### src/rtl/alpaca_ospfb_constants_pkg.sv
// Shared types and the sample generator for the OSPFB test-pattern source.
// pattern_value computes at 32 bits; callers keep the low WIDTH bits of each half.
package alpaca_ospfb_constants_pkg;

  typedef enum logic [1:0] {PAT_IMPULSE, PAT_STEP, PAT_RAMP, PAT_TONE} pattern_mode_t;

  typedef enum logic [1:0] {ST_IDLE, ST_RUN, ST_DONE} src_state_t;

  // Returns {im, re}; truncating each half keeps two's-complement semantics for any WIDTH <= 32.
  function automatic logic [63:0] pattern_value(
    input pattern_mode_t mode,
    input logic [31:0]   n,
    input logic [31:0]   p,
    input logic [31:0]   pulse,
    input logic [31:0]   phase
  );
    logic [31:0] re;
    logic [31:0] im;
    re = '0;
    im = '0;
    case (mode)
      PAT_IMPULSE: if (p == phase) begin re = pulse; im = pulse; end
      PAT_STEP:    if (n >= phase) begin re = pulse; im = pulse; end
      PAT_RAMP:    begin re = n; im = -n; end
      PAT_TONE:    re = n[0] ? -pulse : pulse;
      default:     re = '0;
    endcase
    return {im, re};
  endfunction

endpackage

### src/rtl/ospfb_pattern_src.sv
// AXI4-Stream test-pattern source (impulse/step/ramp/tone) for OSPFB bring-up.
// Emits FRAMES*FFT_LEN samples per run with tlast at the end of each frame.
module ospfb_pattern_src
  import alpaca_ospfb_constants_pkg::*;
#(
  parameter int WIDTH         = 16,
  parameter int FFT_LEN       = 64,
  parameter int FRAMES        = 32,
  parameter int IMPULSE_PHASE = 9,
  parameter int PULSE_VAL     = 64
) (
  input  logic                                 clk,
  input  logic                                 rst,
  input  logic                                 en,
  input  logic [1:0]                           mode,
  output logic [2*WIDTH-1:0]                   m_axis_tdata,
  output logic                                 m_axis_tvalid,
  input  logic                                 m_axis_tready,
  output logic                                 m_axis_tlast,
  output logic                                 busy,
  output logic                                 done,
  output logic [$clog2(FRAMES*FFT_LEN+1)-1:0]  sample_cnt
);

  localparam int unsigned SAMP = FRAMES * FFT_LEN;
  localparam int unsigned CW   = $clog2(SAMP + 1);
  localparam int unsigned PW   = $clog2(FFT_LEN);
  localparam int unsigned FW   = (FRAMES > 1) ? $clog2(FRAMES) : 1;

  if (WIDTH < 1 || WIDTH > 32) begin : g_bad_width
    $error("ospfb_pattern_src: WIDTH must be 1..32");
  end
  if (longint'(PULSE_VAL) < -(longint'(1) <<< (WIDTH - 1)) ||
      longint'(PULSE_VAL) > ((longint'(1) <<< (WIDTH - 1)) - 1)) begin : g_bad_pulse
    $error("ospfb_pattern_src: PULSE_VAL does not fit signed WIDTH");
  end
  if (IMPULSE_PHASE >= FFT_LEN) begin : g_bad_phase
    $error("ospfb_pattern_src: IMPULSE_PHASE must be below FFT_LEN");
  end
  if (FFT_LEN < 2) begin : g_bad_len
    $error("ospfb_pattern_src: FFT_LEN must be at least 2");
  end

  src_state_t    state_q, state_d;
  pattern_mode_t mode_q, mode_sel;
  logic [PW-1:0] p_q, p_nx;
  logic [FW-1:0] f_q, f_nx;
  logic [CW-1:0] cnt_nx;
  logic          hs, last_beat, p_wrap;
  logic          start, adv;
  logic [63:0]   pat_v;
  logic          unused_pat_bits;

  assign hs        = m_axis_tvalid & m_axis_tready;
  assign p_wrap    = (p_q == PW'(FFT_LEN - 1));
  assign last_beat = p_wrap && (f_q == FW'(FRAMES - 1));
  assign p_nx      = p_wrap ? '0 : p_q + PW'(1);
  assign f_nx      = p_wrap ? f_q + FW'(1) : f_q;
  assign cnt_nx    = sample_cnt + CW'(1);

  always_comb begin
    state_d = state_q;
    start   = 1'b0;
    adv     = 1'b0;
    case (state_q)
      ST_IDLE: if (en) begin start = 1'b1; state_d = ST_RUN; end
      ST_RUN: begin
        // en is only honoured at a handshake so the presented beat always completes
        if (hs) begin
          if (last_beat)  state_d = ST_DONE;
          else if (!en)   state_d = ST_IDLE;
          else            adv = 1'b1;
        end
      end
      ST_DONE: if (!en) state_d = ST_IDLE;
      default: state_d = ST_IDLE;
    endcase
  end

  always_comb begin
    mode_sel = start ? pattern_mode_t'(mode) : mode_q;
    pat_v    = pattern_value(mode_sel,
                             start ? 32'd0 : 32'(cnt_nx),
                             start ? 32'd0 : 32'(p_nx),
                             32'(PULSE_VAL), 32'(IMPULSE_PHASE));
  end

  assign unused_pat_bits = ^pat_v;

  always_ff @(posedge clk or posedge rst) begin
    if (rst) state_q <= ST_IDLE;
    else     state_q <= state_d;
  end

  always_ff @(posedge clk or posedge rst) begin
    if (rst) begin
      mode_q        <= PAT_IMPULSE;
      p_q           <= '0;
      f_q           <= '0;
      sample_cnt    <= '0;
      m_axis_tdata  <= '0;
      m_axis_tvalid <= 1'b0;
      m_axis_tlast  <= 1'b0;
      busy          <= 1'b0;
      done          <= 1'b0;
    end else begin
      busy <= (state_d == ST_RUN);
      done <= (state_d == ST_DONE);
      if (start) begin
        mode_q        <= pattern_mode_t'(mode);
        p_q           <= '0;
        f_q           <= '0;
        sample_cnt    <= '0;
        m_axis_tdata  <= {pat_v[32 +: WIDTH], pat_v[0 +: WIDTH]};
        m_axis_tlast  <= 1'b0;
        m_axis_tvalid <= 1'b1;
      end else if (adv) begin
        p_q          <= p_nx;
        f_q          <= f_nx;
        sample_cnt   <= cnt_nx;
        m_axis_tdata <= {pat_v[32 +: WIDTH], pat_v[0 +: WIDTH]};
        m_axis_tlast <= (p_nx == PW'(FFT_LEN - 1));
      end else if (state_q == ST_RUN && hs) begin
        m_axis_tvalid <= 1'b0;
        if (state_d == ST_DONE) begin
          sample_cnt <= cnt_nx;
        end else begin
          p_q        <= '0;
          f_q        <= '0;
          sample_cnt <= '0;
        end
      end
    end
  end

endmodule
### config.mk
export PLATFORM = sky130hd
export DESIGN_NAME = ospfb_pattern_src
export DESIGN_NICKNAME = d
export VERILOG_FILES = /design/src/rtl/alpaca_ospfb_constants_pkg.sv /design/src/rtl/ospfb_pattern_src.sv
export SDC_FILE = /design/constraint.sdc
export NUM_CORES = 1
export LEC_CHECK = 0
export CAP_MARGIN = 10
export CORE_ASPECT_RATIO = 2
export CORE_UTILIZATION = 31
export DETAILED_ROUTE_END_ITERATION = 10
export SLEW_MARGIN = 5
export SYNTH_ARGS = -nofsm -noshare
export SYNTH_HDL_FRONTEND = slang
export SYNTH_SLANG_ARGS = --single-unit
export TNS_END_PERCENT = 100
### constraint.sdc
create_clock -name clk -period 2.6 [get_ports clk]
set_input_delay 0.52 -clock clk [delete_from_list [all_inputs] [get_ports clk]]
set_output_delay 0.52 -clock clk [all_outputs]
set_load 0.005 [all_outputs]
### Word level (Yosys, flattened, before mapping)

Cells that the tools add are included.
W data, S select, Z words.

* latch bits: 0
* output and inout bits: 48
* RAM bits: 0
* bits in read-only memories: 0
* memories kept: 0
* flip-flop bits (word level): 63

* order comparisons: 1
* reduce and logical (&&, ||, !) cells: 10
* divide/modulo/power cells: 0
* multiply operators: 0
* eq/ne operators: 14
* $add $sub $neg: 4
* shift-type cells: 0
* mux-type cells: 39
* bitwise operators: 1

Operators with widths (number)
* $mux W32: 2
* $pmux W16 S4: 1
* $mux W12: 5
* $pmux W16 S3: 1
* $mux W6: 6
* $mux W5: 5
* $mux W16: 1
* $neg A12 Y16: 1
* $mux W7: 2
* $add A12 B1 Y12 const B: 1
* $eq A6 B6 Y1 const B: 2
* $ge A12 B4 Y1 const B: 1
* $mux W1: 10
* $mux W2: 5
* $eq A2 B2 Y1 const B: 4
* $add A6 B1 Y6 const B: 1
* $eq A2 B1 Y1 const B: 3
* $eq A6 B4 Y1 const B: 1
* $ne A3 B3 Y1 const B: 2
* $pmux W2 S3: 1
* $add A5 B1 Y5 const B: 1
* $eq A5 B5 Y1 const B: 1
* $logic_not A2 Y1: 2
* $reduce_and A2 Y1: 2
* other kinds (6): 8

### Longest topological paths before layout

Gate-level depths: netlist of the first run.

* word-level depth: 10
* mapped depth: 10

### Worst setup path after synthesis of the first run

Ideal clock, no wire load.

* path kind: reg-to-reg
* from: reg sample_cnt[1]
* to: reg m_axis_tdata[22]
* slack: 393 ps
* cell stages (with the launch flop): 8
* arrival time: 2115 ps
* library setup time: 92 ps
* path through: dfrtp_1 ha_1 nand3_2 or4_1 a21oi_2 nor3_2 and3_4 o31ai_2

* longest elaborated chain between the ends: 7

Ends and longest elaborated chain
* start, declared: RTL line ospfb_pattern_src.sv:22 `output logic [$clog2(FRAMES*FFT_LEN+1)-1:0] sample_cnt`
* start signal, assigned: RTL line ospfb_pattern_src.sv:120 `sample_cnt <= cnt_nx;`
* start signal, assigned: RTL line ospfb_pattern_src.sv:126 `sample_cnt <= cnt_nx;`
* $add A12 B1 Y12 (*): RTL line ospfb_pattern_src.sv:59 `assign cnt_nx = sample_cnt + CW'(1);`
* $mux W12 (*): RTL line ospfb_pattern_src.sv:83 `start ? 32'd0 : 32'(cnt_nx),`
* $ge A12 B4 Y1: RTL line alpaca_ospfb_constants_pkg.sv:23 `PAT_STEP: if (n >= phase) begin re = pulse; im = pulse; end`
* $mux W7: RTL line alpaca_ospfb_constants_pkg.sv:23
* $pmux W16 S3 (*): RTL line alpaca_ospfb_constants_pkg.sv:21 `case (mode)`
* $mux W32: RTL line ospfb_pattern_src.sv:117 `end else if (adv) begin`
* $mux W32 (*): RTL line ospfb_pattern_src.sv:109 `if (start) begin`
* end signal, assigned: RTL line ospfb_pattern_src.sv:114 `m_axis_tdata <= {pat_v[32 +: WIDTH], pat_v[0 +: WIDTH]};`
* end signal, assigned: RTL line ospfb_pattern_src.sv:121 `m_axis_tdata <= {pat_v[32 +: WIDTH], pat_v[0 +: WIDTH]};`
* end, declared: RTL line ospfb_pattern_src.sv:16 `output logic [2*WIDTH-1:0] m_axis_tdata,`

Every way passes the cells marked *; elsewhere a longest branch is shown, timed or not. The select of a mux whose other input is x is not followed.
A chain may end at the register's enable or synchronous reset.

### Worst setup path in the final report of the first run

Same ends and word-level chain as after synthesis.

==> impl_summary.txt, run 1 <==
----------------------------------------------------
[Min path]
  Worst hold path endpoint ... m_axis_tdata[30]$_DFFE_PP0P_
  Min-Delay Startpoint ... m_axis_tdata[30]$_DFFE_PP0P_
  Worst Hold Path Cells ... 1
  Hold crit path type ... reg2reg

[Placed design]
  Setup Slack @ Placement ... between 0.01 and 0.015 ns
  Gpl congestion ... approximately 0.85
  Number of port buffers ... between 50 and 60
  Placed wire-length estimate ... between 6000 and 7000 um

[Global routing]
  Largest net degree at the start of global routing ... 28
  First-pass GRT wire length ... around 15000 um
  Vias in the first global route ... a little under 3000
  Remaining global-route overflow ... 0
  Antenna violations before repair ... 0
  Total routing resource utilization after global routing ... approximately 18%

[Yosys]
  Cells after synthesis ... 345
  Area contributors post-synth ... sky130_fd_sc_hd__dfrtp_1, sky130_fd_sc_hd__nand2_1, sky130_fd_sc_hd__a22o_1
  Proportion of register bits with asynchronous set or reset after synthesis ... 100%
  Synthesis warning total ... 0
  Post-Syn Nets ... 358
  Share of synthesized area occupied by flip-flops and latches ... between 40% and 50%
  Cell taking the most area after synthesis ... sky130_fd_sc_hd__dfrtp_1
  Dominant synthesized flop cell ... sky130_fd_sc_hd__dfrtp_1
  Count of flip-flops with a built-in enable after synthesis ... 0
  Fraction of post-synthesis cell area in the top cell type by area ... 45.2%
  Summed instance area of the synthesized netlist ... 3260 um^2
  Synth cell types ... 61
  Average cell area after synthesis ... roughly 9.5 um^2
  Register bit total from synthesis ... 59

[Critical path]
  Critical path start-end classification ... reg2reg
  Critical path launch point type ... register
  Arrival time reported for the critical path endpoint ... approximately 2.6 ns
  Reg2reg path depth ... 8
  Required time at the worst-slack endpoint ... between 2 and 3 ns
  Worst setup slack for register-to-register paths ... between 0.2 and 0.3 ns
  Endpoint of the lowest-slack register-to-register path ... m_axis_tdata[22]$_DFFE_PP0P_
  Startpoint of the lowest-slack register-to-register path ... sample_cnt[1]$_DFFE_PP0P_
  Element type at the critical path end ... register
  Biggest fanout along the worst timing path ... 9

[Final layout]
  Antenna cells ... 0
  P&R area growth vs syn ... 33.3%
  Filler cell count in the final layout ... ~1000
  Fraction of layout cells with a size suffix above 1 ... approximately 16%
  NumNets Final ... 429

[Die]
  Number of cell rows ... 52
  DIE AREA ... about 11000 um^2
  Starting density of the core ... between 30% and 40%
  Die H ... approximately 150 um
  Core outline area ... 10100 um^2
  Die width ... roughly 75 um
  Top-Level Pins ... between 50 and 60

[CTS]
  Sinks on the clock net ... 59
  Postcts setup bufs ... 0
  Post-cts hold buffer count ... 0
  CTS tree ... built
  Clock Path Buffers ... 2
  CTS HTree Levels ... 3
  Worst-skew pair later-pin latency ... 0.33 ns
  CTS Root Cell ... sky130_fd_sc_hd__clkbuf_16
  Cts bufs inserted ... 9
  Post-CTS clock slew at the launch and capture registers of the worst setup and hold paths ... roughly 0.060 ns

[Routing]
  Total wire length ... 8680 um
  Via count ... roughly 2800
  WL/cell ... 15.6 um
  Number of nets still failing antenna checks after routing ... 0
  First-pass iteration count of the detailed router ... 4
  Count of routing violations after the opening detailed-route iteration ... 126
  Drt drc ... 0
  Avg Vias per Cell ... 5.03

[Run status]
  Status ... completed

[STA]
  Worst slew slack as a fraction of its limit ... roughly three fifths
  Final worst setup slack ... around 0.25 ns
  Final setup viols ... 0
  Unrepaired setup endpoints after global routing ... no
  Count of endpoints failing hold in the final timing report ... 0
  Worst Max-Slew Pin Slew ... around 0.58 ns
  Final period utilization ... about nine tenths
  Final worst path period need ... ~2.3 ns
  Achievable frequency ... about 430 MHz
  Fin Setup TNS ... 0 ns
  Post-route clock skew ... between 0.008 and 0.009 ns
  Final count of pins violating max slew ... 0

[Run]
  Max-Cap Viols ... 0

[Power]
  Worst ir drop on vdd ... roughly 370 uV
  Pwr Density ... 894 nW/um^2
  Static leakage ... roughly 0.0019 uW

----------------------------------------------------
## worst max-delay path, stage by stage (launching register included)
cell and delay, ns:
sky130_fd_sc_hd__dfrtp_1 0.53, sky130_fd_sc_hd__ha_2 0.34, sky130_fd_sc_hd__and3_1 0.25, sky130_fd_sc_hd__nand3_1 0.13, sky130_fd_sc_hd__a221oi_1 0.43, sky130_fd_sc_hd__buf_4 0.20, sky130_fd_sc_hd__nor2_1 0.04, sky130_fd_sc_hd__and3_4 0.16
sky130_fd_sc_hd__o31ai_2 0.20
## cell usage after synthesis (all sizes together) (2+ instances only)
cell type,count
a21oi,19
or3,3
a21o,6
xor2,9
a31oi,2
o21a,2
dfrtp,59
nand4,2
nand3,17
ha,7
buf,16
a221oi,2
o31ai,8
nand2b,4
a311oi,2
mux2i,2
or4,3
o21ai,30
nor2,25
inv,9
clkbuf,9
o22ai,2
xnor2,9
nor3,8
and3,6
and2,2
nand3b,2
nor3b,3
a22oi,2
a22o,15
nand2,44
## worst max path at each step
stage / start / end / slack [ns] / cells after the start
global placement: en / m_axis_tdata[22]$_DFFE_PP0P_ / 0.05 / 8
detailed placement: en / m_axis_tdata[22]$_DFFE_PP0P_ / 0.01 / 8
CTS: sample_cnt[1]$_DFFE_PP0P_ / m_axis_tdata[30]$_DFFE_PP0P_ / 0.14 / 8
floorplan: sample_cnt[1]$_DFFE_PP0P_ / m_axis_tdata[22]$_DFFE_PP0P_ / 0.39 / 7
finish: sample_cnt[1]$_DFFE_PP0P_ / m_axis_tdata[22]$_DFFE_PP0P_ / 0.25 / 8
global route: sample_cnt[1]$_DFFE_PP0P_ / m_axis_tdata[30]$_DFFE_PP0P_ / 0.07 / 8
## sequential cells by signal, indices dropped and copies added (netlist names)
signal         cells
mode_q             2
sample_cnt        12
p_q                6
done               1
m_axis_tlast       1
m_axis_tdata      28
m_axis_tvalid      1
state_q            2
busy               1
f_q                5
## layer usage
| layer | wire [um] | global-route usage [%] | part of all wire, % |
|---|---|---|---|
| met2 | 5030 | 32.0 | 58 |
| met5 | 0 | 0 | 0 |
| met3 | 256 | 4.05 | 2.9 |
| met4 | 272 | 7.92 | 3.1 |
| met1 | 3130 | 18.5 | 36 |
## through the flow
stage	cells	area [um^2]	power (uW)	utilization, %	hold slack (ns)
finish	555	4350	3890	42.9	0.474
detailed placement	540	4080	2840	40.2	0.465
floorplan	345	3260	2090	-	0.465
global placement	540	4080	2820	40.2	0.460
CTS	555	4350	3920	42.8	0.477
global route	555	4350	4160	42.9	0.489
## report_power, final
group / leakage, uW / internal [uW] / switching [uW] / total (uW)
Clock: 0.000130 / 658 / 406 / 1060
Combinational: 0.000982 / 794 / 716 / 1510
Sequential: 0.000791 / 1130 / 180 / 1310
## timing repair
action	CTS	global route
resized for setup	0	1
hold endpoints to repair	0	0
setup endpoints to repair	0	4
## layout make-up
class                      instances  area (um^2)  share of cell area (%)
clock inverter                     5         30.0                   0.690
timing repair buffer              85          783                    18.0
inverter                           9         33.8                   0.777
tap                              135          169                    3.88
sequential                        59         1480                    33.9
multi-input combinational        252         1620                    37.2
clock buffer                      10          239                    5.49
## cell usage in the layout (no fill, tap or decap), types with 7 or more instances in the layout
cell type                         netlist  layout
sky130_fd_sc_hd__dfrtp_1               59      59
sky130_fd_sc_hd__inv_1                  8       7
sky130_fd_sc_hd__xnor2_1                9       9
sky130_fd_sc_hd__buf_4                  7      31
sky130_fd_sc_hd__nand3_1               15      15
sky130_fd_sc_hd__clkbuf_16              0       9
sky130_fd_sc_hd__a21oi_1               16      16
sky130_fd_sc_hd__nor2_1                25      24
sky130_fd_sc_hd__nand2_1               44      44
sky130_fd_sc_hd__a22o_1                15      15
sky130_fd_sc_hd__clkdlybuf4s50_1        0      53
sky130_fd_sc_hd__o21ai_0               12      12
sky130_fd_sc_hd__xor2_1                 9       9
sky130_fd_sc_hd__o21ai_1               18      18
## cells by family after synthesis
family | synth area share [%]
xor gates and xnor gates | 4.83
buffers and inverters | 5.33
AOI/OAI and AO/OA | 21.2
muxes | 0.959
adders and majority gates | 2.68
and+or+nand+nor | 19.7
DFF | 45.2
Power figures use the tool's default switching activity.
==> inputs of run 2 (changes only) <==
--- a/config.mk
+++ b/config.mk
@@ -9,6 +9,7 @@
 export CORE_ASPECT_RATIO = 2
 export CORE_UTILIZATION = 31
 export DETAILED_ROUTE_END_ITERATION = 10
+export GPL_TIMING_DRIVEN = 1
 export SLEW_MARGIN = 5
 export SYNTH_ARGS = -nofsm -noshare
 export SYNTH_HDL_FRONTEND = slang
==> constraint.sdc (replaced) <==
create_clock -name clk -period 2.6 [get_ports clk]
set_input_delay 0.52 -clock clk [delete_from_list [all_inputs] [get_ports clk]]
set_output_delay 0.52 -clock clk [all_outputs]
set_load 0.1 [all_outputs]
==> impl_summary.txt, run 2 (synthesis gave the netlist of run 1 again) <==
----------------------------------------------------
[Critical path]
  Startpoint of the lowest-slack register-to-register path ... sample_cnt[0]$_DFFE_PP0P_
  Endpoint of the lowest-slack register-to-register path ... m_axis_tdata[22]$_DFFE_PP0P_
  Critical path start-end classification ... reg2reg
  Biggest fanout along the worst timing path ... 12
  Arrival time reported for the critical path endpoint ... approximately 2.6 ns
  Crit path launch ... sample_cnt[0]$_DFFE_PP0P_
  Critical path launch point type ... register
  Reg2reg path depth ... 7
  Required time at the worst-slack endpoint ... between 2 and 3 ns
  Worst setup slack for register-to-register paths ... 0.22 ns
  Capturing element of the worst setup path ... m_axis_tdata[22]$_DFFE_PP0P_
  Element type at the critical path end ... register

[Final layout]
  Area occupied by multi-input gates ... 1620 um^2
  NumNets Final ... between 400 and 500
  Number of flip-flops under the largest register name ... 28
  Most common cell after layout, fill and taps aside ... sky130_fd_sc_hd__buf_4
  P&R area growth vs syn ... 30.2%
  Biggest register ... m_axis_tdata
  Antenna cells ... 0
  Final standard cell utilization of the core ... 41.9%
  Storage cell area ... between 1000 and 1500 um^2
  Fraction of layout cells with a size suffix above 1 ... 28.3%
  Largest registers ... m_axis_tdata x28, sample_cnt x12, p_q x6
  Most used cells in the layout excluding fill and tap cells ... sky130_fd_sc_hd__buf_4, sky130_fd_sc_hd__dfrtp_1, sky130_fd_sc_hd__nand2_1
  Filler cell count in the final layout ... 1077
  Final std cell area, no fill ... approximately 4200 um^2

[Global routing]
  Vias in the first global route ... between 2000 and 3000
  Remaining global-route overflow ... 0
  Gr busiest metal ... met2
  Antenna violations before repair ... 0
  GR met3 Demand/Resource ... 3.09%
  Largest net degree at the start of global routing ... 31
  First-pass GRT wire length ... 14400 um
  Total routing resource utilization after global routing ... between 15 and 20%
  Met1 Usage GRT ... ~17%
  GR Util met2 ... 32.6%

[Placed design]
  Placed wire-length estimate ... roughly 7000 um
  Standard cell area after detailed placement ... 3940 um^2
  Setup Slack @ Placement ... approximately 0.00036 ns
  Number of port buffers ... 53
  Gpl congestion ... roughly 0.84

[Die]
  DIE AREA ... between 10000 and 15000 um^2
  Starting density of the core ... 32.1%
  Die width ... 74.5 um
  Top-Level Pins ... 54
  Number of cell rows ... 52
  Die H ... 147 um
  Core outline area ... ~10000 um^2

[Run status]
  Status ... completed

[STA]
  Worst Max-Slew Pin Slew ... 0.588 ns
  Final period utilization ... around nine tenths
  Count of endpoints failing hold in the final timing report ... 0
  Unrepaired setup endpoints after global routing ... no
  Worst slew slack as a fraction of its limit ... 60.8%
  Final worst setup slack ... between 0.2 and 0.25 ns
  Final worst path period need ... 2.38 ns
  Fin Setup TNS ... 0 ns
  Final setup viols ... 0
  Final count of pins violating max slew ... 0
  Achievable frequency ... between 400 and 500 MHz
  Post-route clock skew ... about 0.0071 ns

[CTS]
  Post-cts hold buffer count ... 0
  Post-CTS clock slew at the launch and capture registers of the worst setup and hold paths ... 0.05 ns
  Clock Path Buffers ... 2
  CTS tree ... built
  Cts bufs inserted ... 9
  Sinks on the clock net ... 59
  Postcts setup bufs ... 0
  Number of gates resized after CTS ... 0
  CTS HTree Levels ... 3
  Worst-skew pair later-pin latency ... approximately 0.33 ns
  CTS Root Cell ... sky130_fd_sc_hd__clkbuf_16

[Min path]
  Hold crit path type ... reg2reg
  Min-Delay Startpoint ... m_axis_tdata[28]$_DFFE_PP0P_

[Routing]
  Drt drc ... 0
  WL/cell ... 15.9 um
  Via count ... approximately 2800
  Total wire length ... roughly 8800 um
  Count of routing violations after the opening detailed-route iteration ... between 100 and 150
  Avg Vias per Cell ... just over 5
  Number of nets still failing antenna checks after routing ... 0
  First-pass iteration count of the detailed router ... 4

[Power]
  Total power ... 5460 uW
  Static leakage ... between 0.0015 and 0.002 uW
  Worst ir drop on vdd ... around 750 uV
  Pwr Density ... 1290 nW/um^2

[Run]
  Max-Cap Viols ... 0

----------------------------------------------------
-- run 2: cell count changes in the layout (fill, tap and decap cells not counted) --
cell | previous run | this run
sky130_fd_sc_hd__buf_4 | 31 | 75
sky130_fd_sc_hd__bufinv_16 | 0 | 2
sky130_fd_sc_hd__clkbuf_1 | 0 | 2
sky130_fd_sc_hd__clkbuf_8 | 1 | 0
sky130_fd_sc_hd__clkdlybuf4s50_1 | 53 | 5
sky130_fd_sc_hd__clkinv_2 | 3 | 2
sky130_fd_sc_hd__clkinvlp_4 | 2 | 1
sky130_fd_sc_hd__dfrtp_1 | 59 | 51
sky130_fd_sc_hd__dfrtp_2 | 0 | 8
sky130_fd_sc_hd__ha_1 | 6 | 7
sky130_fd_sc_hd__ha_2 | 1 | 0
-- run 2: how the worst min path moves through the flow --
stage	end	cells after the start	slack, ns
floorplan	f_q[1]$_DFFE_PP0P_	2	0.46
global placement	m_axis_tdata[31]$_DFFE_PP0P_	1	0.46
detailed placement	m_axis_tdata[31]$_DFFE_PP0P_	1	0.47
CTS	m_axis_tdata[31]$_DFFE_PP0P_	1	0.48
global route	m_axis_tdata[28]$_DFFE_PP0P_	1	0.50
finish	m_axis_tdata[28]$_DFFE_PP0P_	1	0.47
-- run 2: area by class of cell --
type	count	share of cell area, %
clock buffers	11	5.48
clock inverters	5	1.83
inverters	9	0.795
multi-input cells	252	38.0
flip-flops and latches	59	35.0
well taps	135	3.98
repair buffers	81	14.9
-- run 2: through the flow --
step | hold slack (ns) | instances
global placement | 0.463 | 536
detailed placement | 0.468 | 536
global route | 0.496 | 552
CTS | 0.480 | 552
floorplan | 0.465 | 345
finish | 0.473 | 552
-- run 2: worst max-delay path, stage by stage (launching register included) --
cell and delay [ns]:
sky130_fd_sc_hd__dfrtp_2 0.50, sky130_fd_sc_hd__ha_1 0.32, sky130_fd_sc_hd__nand3_2 0.20, sky130_fd_sc_hd__or4_1 0.57
sky130_fd_sc_hd__a21oi_2 0.20, sky130_fd_sc_hd__nor3_2 0.09, sky130_fd_sc_hd__and3_4 0.20, sky130_fd_sc_hd__o31ai_2 0.21
-- run 2: power by group --
part,total [uW],internal [uW],switching (uW)
combinational,2870,714,2160
clock,1250,835,419
sequential,1330,1130,199
total,5460,2680,2780
-- run 2: routing by layer --
layer  up-vias  share of wire [%]
met5         -                  0
met2        63                 57
met3        19                3.5
met4         0                3.7
met1      1345                 36
li1       1366                  -
==> inputs of run 3 (changes only) <==
--- a/config.mk
+++ b/config.mk
@@ -10,7 +10,7 @@
 export CORE_UTILIZATION = 31
 export DETAILED_ROUTE_END_ITERATION = 10
 export GPL_TIMING_DRIVEN = 1
-export SLEW_MARGIN = 5
+export SLEW_MARGIN = 20
 export SYNTH_ARGS = -nofsm -noshare
 export SYNTH_HDL_FRONTEND = slang
 export SYNTH_SLANG_ARGS = --single-unit
==> constraint.sdc (replaced) <==
create_clock -name clk -period 2.85 [get_ports clk]
set_input_delay 0.57 -clock clk [delete_from_list [all_inputs] [get_ports clk]]
set_output_delay 0.57 -clock clk [all_outputs]
set_load 0.1 [all_outputs]
==> impl_summary.txt, run 3 (synthesis gave the netlist of run 1 again) <==
----------------------------------------------------
[Run status]
  Status ... completed

[Critical path]
  Sum of buffers and inverters on the critical path ... 0
  Worst setup slack for register-to-register paths ... 0.30 ns
  Critical path start-end classification ... reg2reg
  Reg2reg path depth ... 7
  Biggest fanout along the worst timing path ... 8
  Element type at the critical path end ... register
  Critical path's slowest cell ... sky130_fd_sc_hd__or4_1
  Cell type group with the largest total delay on the critical path ... simple AND/OR/NAND/NOR gates
  Startpoint of the lowest-slack register-to-register path ... sample_cnt[0]$_DFFE_PP0P_
  Cell-by-cell listing of the critical path ... ha_1, nand3_2, or4_1, a21oi_2, nor3_2, and3_4, o31ai_2
  Endpoint of the lowest-slack register-to-register path ... m_axis_tdata[22]$_DFFE_PP0P_
  Required time at the worst-slack endpoint ... around 3.1 ns
  Path length in cells of the critical path ... 7
  Arrival time reported for the critical path endpoint ... between 2 and 3 ns
  Stage delay of the slowest cell on the critical path ... 0.56 ns
  Critical path launch point type ... register

[Final layout]
  Largest registers ... m_axis_tdata x28, sample_cnt x12, p_q x6
  Most common cell after layout, fill and taps aside ... sky130_fd_sc_hd__buf_4
  Fraction of layout cells with a size suffix above 1 ... about a quarter
  Most used cells in the layout excluding fill and tap cells ... sky130_fd_sc_hd__buf_4, sky130_fd_sc_hd__dfrtp_1, sky130_fd_sc_hd__nand2_1
  P&R area growth vs syn ... 29.6%
  Final standard cell utilization of the core ... 41.7%
  Antenna cells ... 0
  Number of flip-flops under the largest register name ... 28
  NumNets Final ... a little over 400
  Biggest register ... m_axis_tdata

[Global routing]
  Remaining global-route overflow ... 0
  Antenna violations before repair ... 0
  Largest net degree at the start of global routing ... 60
  First-pass GRT wire length ... roughly 14000 um
  Total routing resource utilization after global routing ... 17.4%
  Vias in the first global route ... between 2000 and 3000

[Min path]
  Min-Delay Startpoint ... m_axis_tdata[31]$_DFFE_PP0P_
  Worst Hold Path Cells ... 1
  Worst hold path endpoint ... m_axis_tdata[31]$_DFFE_PP0P_
  Hold crit path type ... reg2reg

[Routing]
  Total wire length ... 8680 um
  Number of nets still failing antenna checks after routing ... 0
  WL/cell ... between 15 and 20 um
  Count of routing violations after the opening detailed-route iteration ... 160
  Drt drc ... 0
  Avg Vias per Cell ... a little over 5
  Via count ... around 2800
  First-pass iteration count of the detailed router ... 4

[CTS]
  CTS tree ... built
  Worst-skew pair later-pin latency ... 0.34 ns
  Clock Path Buffers ... 2
  CTS Root Cell ... sky130_fd_sc_hd__clkbuf_16
  Sinks on the clock net ... around 60
  Number of gates resized after CTS ... 0
  Postcts setup bufs ... 0
  Post-CTS clock slew at the launch and capture registers of the worst setup and hold paths ... roughly 0.050 ns
  Post-cts hold buffer count ... 0
  Cts bufs inserted ... 9
  CTS HTree Levels ... 3

[Placed design]
  Placed wire-length estimate ... about 6600 um
  Number of port buffers ... between 50 and 60
  Gpl congestion ... roughly 0.81

[Die]
  DIE AREA ... 11000 um^2
  Number of cell rows ... between 50 and 60
  Starting density of the core ... approximately 32%
  Die H ... around 150 um
  Top-Level Pins ... 54
  Core outline area ... between 10000 and 15000 um^2
  Die width ... roughly 75 um

[STA]
  Final count of pins violating max slew ... 0
  Count of endpoints failing hold in the final timing report ... 0
  Worst Max-Slew Pin Slew ... around 0.62 ns
  Final period utilization ... 89.5%
  Achievable frequency ... between 300 and 400 MHz
  Unrepaired setup endpoints after global routing ... no
  Final worst path period need ... roughly 2.6 ns
  Worst slew slack as a fraction of its limit ... between 50% and 60%
  Final setup viols ... 0
  Post-route clock skew ... roughly 0.0084 ns
  Fin Setup TNS ... 0 ns

[Run]
  Max-Cap Viols ... 0

[Power]
  Static leakage ... ~0.0020 uW
  Pwr Density ... approximately 1200 nW/um^2
  Worst ir drop on vdd ... roughly 480 uV

----------------------------------------------------
run 3: cell count changes in the layout (fill, tap and decap cells not counted), sizes merged:
cell	change
buf	-12
clkinvlp	-1
bufinv	+2
clkbuf	+1
clkinv	-2
run 3: worst reg2reg max path: stages, from the launching register on:
cell	delay [ns]
sky130_fd_sc_hd__dfrtp_1	0.48
sky130_fd_sc_hd__ha_1	0.34
sky130_fd_sc_hd__nand3_2	0.19
sky130_fd_sc_hd__or4_1	0.56
sky130_fd_sc_hd__a21oi_2	0.35
sky130_fd_sc_hd__nor3_2	0.11
sky130_fd_sc_hd__and3_4	0.21
sky130_fd_sc_hd__o31ai_2	0.22
run 3: stage by stage:
step | power [uW] | cells | setup WS (ns) | hold WS [ns] | cell area [um^2]
after floorplan | 3230 | 345 | 0.0891 | 0.465 | 3260
after global placement | 3770 | 524 | 0.129 | 0.462 | 3850
after detailed placement | 3800 | 524 | 0.0473 | 0.468 | 3850
after CTS | 5180 | 540 | 0.295 | 0.480 | 4230
after global routing | 5370 | 540 | 0.209 | 0.490 | 4230
final | 5150 | 540 | 0.298 | 0.472 | 4230
run 3: where the power goes:
group          leakage [uW]  internal (uW)  total (uW)  switching, uW
registers          0.000789           1030        1210            172
logic              0.000993            592        2570           1980
clock network      0.000183            990        1370            382
run 3: area by class of cell:
type	instances	area (um^2)
inverter	9	33.8
clock buffer	12	256
multi-input combinational	252	1620
clock inverter	4	120
tap	135	169
timing repair buffer	69	556
fill	1051	5920
sequential	59	1480
run 3: worst max-delay path by stage:
stage / from / end / slack [ns]
2_1_floorplan: sample_cnt[0]$_DFFE_PP0P_ / m_axis_tdata[22]$_DFFE_PP0P_ / 0.09
3_3_place_gp: en / m_axis_tdata[22]$_DFFE_PP0P_ / 0.13
4_1_cts: sample_cnt[0]$_DFFE_PP0P_ / m_axis_tdata[22]$_DFFE_PP0P_ / 0.30
5_1_grt: sample_cnt[0]$_DFFE_PP0P_ / m_axis_tdata[22]$_DFFE_PP0P_ / 0.21
6_report: sample_cnt[0]$_DFFE_PP0P_ / m_axis_tdata[22]$_DFFE_PP0P_ / 0.30
3_5_place_dp: en / m_axis_tdata[22]$_DFFE_PP0P_ / 0.05
run 3: routing by layer:
metal	vias to the layer above	GRT usage (%)	wire length (um)
met1	1362	17.8	3120
met3	27	4.05	276
li1	1345	-	-
met2	71	30.0	4860
met4	0	11.7	427
met5	-	0	0
